--- src/rtl/piso_tx_if.sv ---
// Handshake and serial-output bundle for piso_tx: parallel word in, LSB-first bitstream out.
interface piso_tx_if #(
   parameter int WIDTH = 4
);
   logic [WIDTH-1:0] din;
   logic             din_valid;
   logic             din_ready;
   logic             dout;
   logic             dout_valid;
   logic             frame_start;
   logic             busy;

   modport master (
      output din, din_valid,
      input  din_ready, dout, dout_valid, frame_start, busy
   );

   modport slave (
      input  din, din_valid,
      output din_ready, dout, dout_valid, frame_start, busy
   );
endinterface

--- src/rtl/piso_tx.sv ---
// Parallel-in serial-out transmitter: WIDTH-bit words shifted out LSB first, with a
// one-word hold register so back-to-back words produce a gap-free bitstream.
module piso_tx #(
   parameter int WIDTH = 4
) (
   input logic     clk,
   input logic     reset,
   piso_tx_if.slave bus
);
   localparam int CW = $clog2(WIDTH);
   localparam logic [CW-1:0] LAST = CW'(WIDTH - 1);

   typedef enum logic {IDLE, SHIFT} state_e;

   state_e           state_q, state_d;
   logic [WIDTH-1:0] sreg_q, sreg_d;
   logic [WIDTH-1:0] hold_q, hold_d;
   logic [CW-1:0]    cnt_q, cnt_d;
   logic             hold_full_q, hold_full_d;
   logic             xfer;
   logic             last;

   // Ready depends only on registered state so upstream never sees a combinational loop.
   assign bus.din_ready = ~hold_full_q;
   assign xfer          = bus.din_valid & ~hold_full_q;
   assign last          = (cnt_q == LAST);

   always_ff @(posedge clk or negedge reset) begin
      if (!reset) begin
         state_q     <= IDLE;
         sreg_q      <= '0;
         hold_q      <= '0;
         cnt_q       <= '0;
         hold_full_q <= 1'b0;
      end else begin
         state_q     <= state_d;
         sreg_q      <= sreg_d;
         hold_q      <= hold_d;
         cnt_q       <= cnt_d;
         hold_full_q <= hold_full_d;
      end
   end

   always_comb begin
      state_d     = state_q;
      sreg_d      = sreg_q;
      hold_d      = hold_q;
      cnt_d       = cnt_q;
      hold_full_d = hold_full_q;
      case (state_q)
         IDLE: begin
            if (xfer) begin
               sreg_d  = bus.din;
               cnt_d   = '0;
               state_d = SHIFT;
            end
         end
         SHIFT: begin
            if (!last) begin
               sreg_d = {1'b0, sreg_q[WIDTH-1:1]};
               cnt_d  = cnt_q + CW'(1);
               if (xfer) begin
                  hold_d      = bus.din;
                  hold_full_d = 1'b1;
               end
            end else if (hold_full_q) begin
               // Final bit: reload from hold first, otherwise take a word arriving right now.
               sreg_d      = hold_q;
               hold_full_d = 1'b0;
               cnt_d       = '0;
            end else if (xfer) begin
               sreg_d = bus.din;
               cnt_d  = '0;
            end else begin
               sreg_d  = '0;
               cnt_d   = '0;
               state_d = IDLE;
            end
         end
         default: state_d = IDLE;
      endcase
   end

   assign bus.dout        = (state_q == SHIFT) & sreg_q[0];
   assign bus.dout_valid  = (state_q == SHIFT);
   assign bus.frame_start = (state_q == SHIFT) & (cnt_q == '0);
   assign bus.busy        = (state_q == SHIFT) | hold_full_q;
endmodule

--- src/flat_wrapper.sv ---
// flat-port wrapper written by rule: the top's interface ports become plain ports
module piso_tx_flat 
#(
   parameter int WIDTH = 4
)
  (clk, reset, bus_din, bus_din_valid, bus_din_ready, bus_dout, bus_dout_valid, bus_frame_start, bus_busy);
  piso_tx_if #(.WIDTH(WIDTH)) bus_i ();
  input logic clk;
  input logic reset;
  input wire logic [$bits(bus_i.din)-1:0] bus_din;
  input wire logic [$bits(bus_i.din_valid)-1:0] bus_din_valid;
  output wire logic [$bits(bus_i.din_ready)-1:0] bus_din_ready;
  output wire logic [$bits(bus_i.dout)-1:0] bus_dout;
  output wire logic [$bits(bus_i.dout_valid)-1:0] bus_dout_valid;
  output wire logic [$bits(bus_i.frame_start)-1:0] bus_frame_start;
  output wire logic [$bits(bus_i.busy)-1:0] bus_busy;
  assign bus_i.din = bus_din;
  assign bus_i.din_valid = bus_din_valid;
  assign bus_din_ready = bus_i.din_ready;
  assign bus_dout = bus_i.dout;
  assign bus_dout_valid = bus_i.dout_valid;
  assign bus_frame_start = bus_i.frame_start;
  assign bus_busy = bus_i.busy;
  piso_tx #(.WIDTH(WIDTH)) u_core (.clk(clk), .reset(reset), .bus(bus_i));
endmodule
--- config.mk ---
export PLATFORM = sky130hd
export DESIGN_NAME = piso_tx_flat
export DESIGN_NICKNAME = d
export VERILOG_FILES = /design/src/rtl/piso_tx_if.sv /design/src/rtl/piso_tx.sv /design/src/flat_wrapper.sv
export SDC_FILE = /design/constraint.sdc
export NUM_CORES = 1
export LEC_CHECK = 0
export CAP_MARGIN = 30
export CORE_MARGIN = 2
export CORE_UTILIZATION = 37
export CTS_CLUSTER_DIAMETER = 50
export DETAILED_ROUTE_END_ITERATION = 7
export PLACE_DENSITY = 0.66
export SLEW_MARGIN = 30
export SYNTH_ARGS = -nofsm -noshare
export SYNTH_HDL_FRONTEND = slang
export SYNTH_SLANG_ARGS = --single-unit
--- constraint.sdc ---
create_clock -name clk -period 2.1 [get_ports clk]
set_input_delay 0.63 -clock clk [delete_from_list [all_inputs] [get_ports clk]]
set_output_delay 0.63 -clock clk [all_outputs]
set_load 0.05 [all_outputs]
==> results.ini <==
[status]
outcome = complete, no violations

[global_route]
grt.total_usage = 0.135
use_met3 = 0.0577
grt_overflow_total = 0
antenna_found_initial = 0
grt_pass1_vias = 439
use_met2 = 0.211
grt_first_pass_wirelength_um = 2060
top_usage_layer = met2
use_met1 = 0.182
grt_max_degree = 13

[floorplanning]
die_x_um = 47.1
rows = 15
initial_core_util = 0.394
die_h_um = 47.1
ios = 12
dieArea_um2 = 2220
coreArea_um2 = 1750

[timing]
skew_ps = 2.06
min_period_ps = 1930
tns_ps = 0
timing.final.crit_share = 0.921
worst_pin_slew_ps = 590
setup_viol = 0
slew_viol_final = 0
hold_viol_final = 0
max_freq_mhz = 517
relSlewSlack = 0.606
rsz0062_at_grt = false
fin_ws_ps = 166

[place]
port_buffers = 11
post-place-ws_ps = 197
place_congestion = 0.698
hpwl_um = 910

[cells_and_area]
final_util = 0.490
fill_cells = 162
antennaDiodeCount = 0
drive_gt1_frac = 0.230
area_growth_pct = 24.6
nets = 85

[synthesis]
synth.top_cell.area_share = 0.437
syn_area_um2 = 687
synthDistinctLibCells = 24
synth_area_leader_cell = dfrtp_1
synth_flop_cell = dfrtp_1
synth_cells = 63
synth_seq_cells = 12
synthTopCellsByArea = dfrtp_1, mux2_4, mux2i_1
synth_fp_nets = 72
ys_warn_count = 0
yosysSeqAreaShare = 0.437
synthMostInstantiatedCell = dfrtp_1
avgSynthCellArea_um2 = 10.9
synth_common_cells = dfrtp_1, o21ai_0
synth-edff-count = 0
synthArstFlopShare = 1.00

[route]
drt_iter0_drc = 8
drt-wirelength-per-cell_um = 12.6
routed_via_density = 5.05
vias = 500
routed_wl_um = 1250
drc_errors = 0
first_pass_iters = 4
ant_nets = 0

[clock_tree]
cts_made_buffers = 3
postCtsSetupBuffers = 0
cts_root_buf = clkbuf_4
insertion_delay_ps = 270
hold_buffers = 0
cts_buffer_depth = 2
ctsResizeCount = 0
clkTransAtPathRegs_ps = 70
cts.sinks = 12
cts_tree = done
h-tree-depth = 1

[worst_setup_path]
slowest_delay_ps = 480
cp.arrival_ps = 1300
required_ps = 1470
crit_path_max_fanout = 11
worstSetupEndpointType = output pin
path_buf_inv = 2
crit_chain = buf_4 -> and2_1 -> buf_12
crit_path_top_delay_cell = dfrtp_1
critical-path-top-delay-family = flip-flops
path_class = register to output pin
worst_setup_path_start_kind = register

[job]
drv_cap = 0

[hold_path]
hold_class = register to register

[power_and_ir_drop]
powerDensity_nw_per_um2 = 1470
peakVddDrop_mv = 0.672
finalPower_mw = 1.26
leakagePower_nw = 0.406

[layer usage]
metal	wire length [µm]	share of wire	vias to the layer above
met5	0	0	-
met3	67	0.054	2
li1	-	-	240
met2	567	0.46	16
met4	6	0.0048	0
met1	603	0.48	242
[per-stage QoR]
step                hold WS [ps]  area (µm²)  instances
finish                       511         856         99
global route                 523         856         99
CTS                          512         856         99
detailed placement           497         833         96
global placement             487         833         96
floorplan                    334         687         63
[sequential cells by signal (all words and copies together), names as in the netlist]
signal,cells
u_core.bus.dout_valid,1
u_core.cnt_q,2
u_core.hold_full_q,1
u_core.hold_q,4
u_core.sreg_q,4
[path summary, 6_finish.rpt]
path / from / endpoint / slack (ps) / cells past startpoint
max in group asynchronous: reset / u_core.hold_full_q$_DFFE_PN0P_ / 980 / 1
worst min-delay path: u_core.hold_q[2]$_DFFE_PN0P_ / u_core.hold_q[2]$_DFFE_PN0P_ / 510 / 1
worst max register to register: u_core.cnt_q[0]$_DFFE_PN0P_ / u_core.hold_q[2]$_DFFE_PN0P_ / 450 / 4
min in group asynchronous: reset / u_core.sreg_q[0]$_DFFE_PN0P_ / 730 / 1
worst min register to register: u_core.hold_q[2]$_DFFE_PN0P_ / u_core.hold_q[2]$_DFFE_PN0P_ / 510 / 1
worst max-delay path: u_core.bus.dout_valid$_DFF_PN0_ / bus_dout / 170 / 3
[cells by family (layout without fill, tap and decap cells)]
| kind of cell | count (synthesis) | in the layout | share of synthesized area |
|---|---|---|---|
| and+or+nand+nor | 19 | 19 | 0.191 |
| adders and majority gates | 2 | 2 | 0.0364 |
| muxes | 8 | 8 | 0.146 |
| AOI/OAI and AO/OA | 13 | 13 | 0.117 |
| DFF | 12 | 12 | 0.437 |
| buffers and inverters | 9 | 20 | 0.0728 |
[cell type report]
cell class	count	area (µm²)	share of cell area
Multi-Input combinational cell	42	337	0.393
Sequential cell	12	300	0.351
Clock buffer	3	22.5	0.0263
Timing Repair Buffer	13	150	0.175
Tap cell	25	31.3	0.0365
Inverter	4	15.0	0.0175
[report_power, final]
group          switching, mW  internal [mW]  leakage, nW
registers             0.0841          0.336        0.146
logic                  0.366          0.337        0.247
clock network         0.0721         0.0663       0.0138
[worst reg2reg max path, cell delays in order (launching register included)]
cell and delay [ps]:
dfrtp_1 410, ha_1 350, nand2b_1 300, nor2_8 170, mux2_4 310
[cells in the final DEF, fill, tap and decap left out]
cell             Yosys  layout
ha_1                 2       2
nand2b_4             1       1
and3_1               3       3
o211ai_1             3       3
clkbuf_4             0       3
and2_1               2       2
buf_12               0       3
nor2_8               1       1
mux2_4               4       4
inv_1                4       4
o31ai_1              1       1
nand2_1              2       2
nand3_1              3       3
or2_2                1       1
o22ai_1              1       1
mux2i_1              4       4
a21oi_1              2       2
a32oi_1              1       1
dfrtp_1             12      12
nand2b_1             1       1
nor2b_1              4       4
or3_1                1       1
buf_4                0       4
o21ai_0              5       5
clkdlybuf4s50_1      0       6
(Power assumes the default switching activity.)
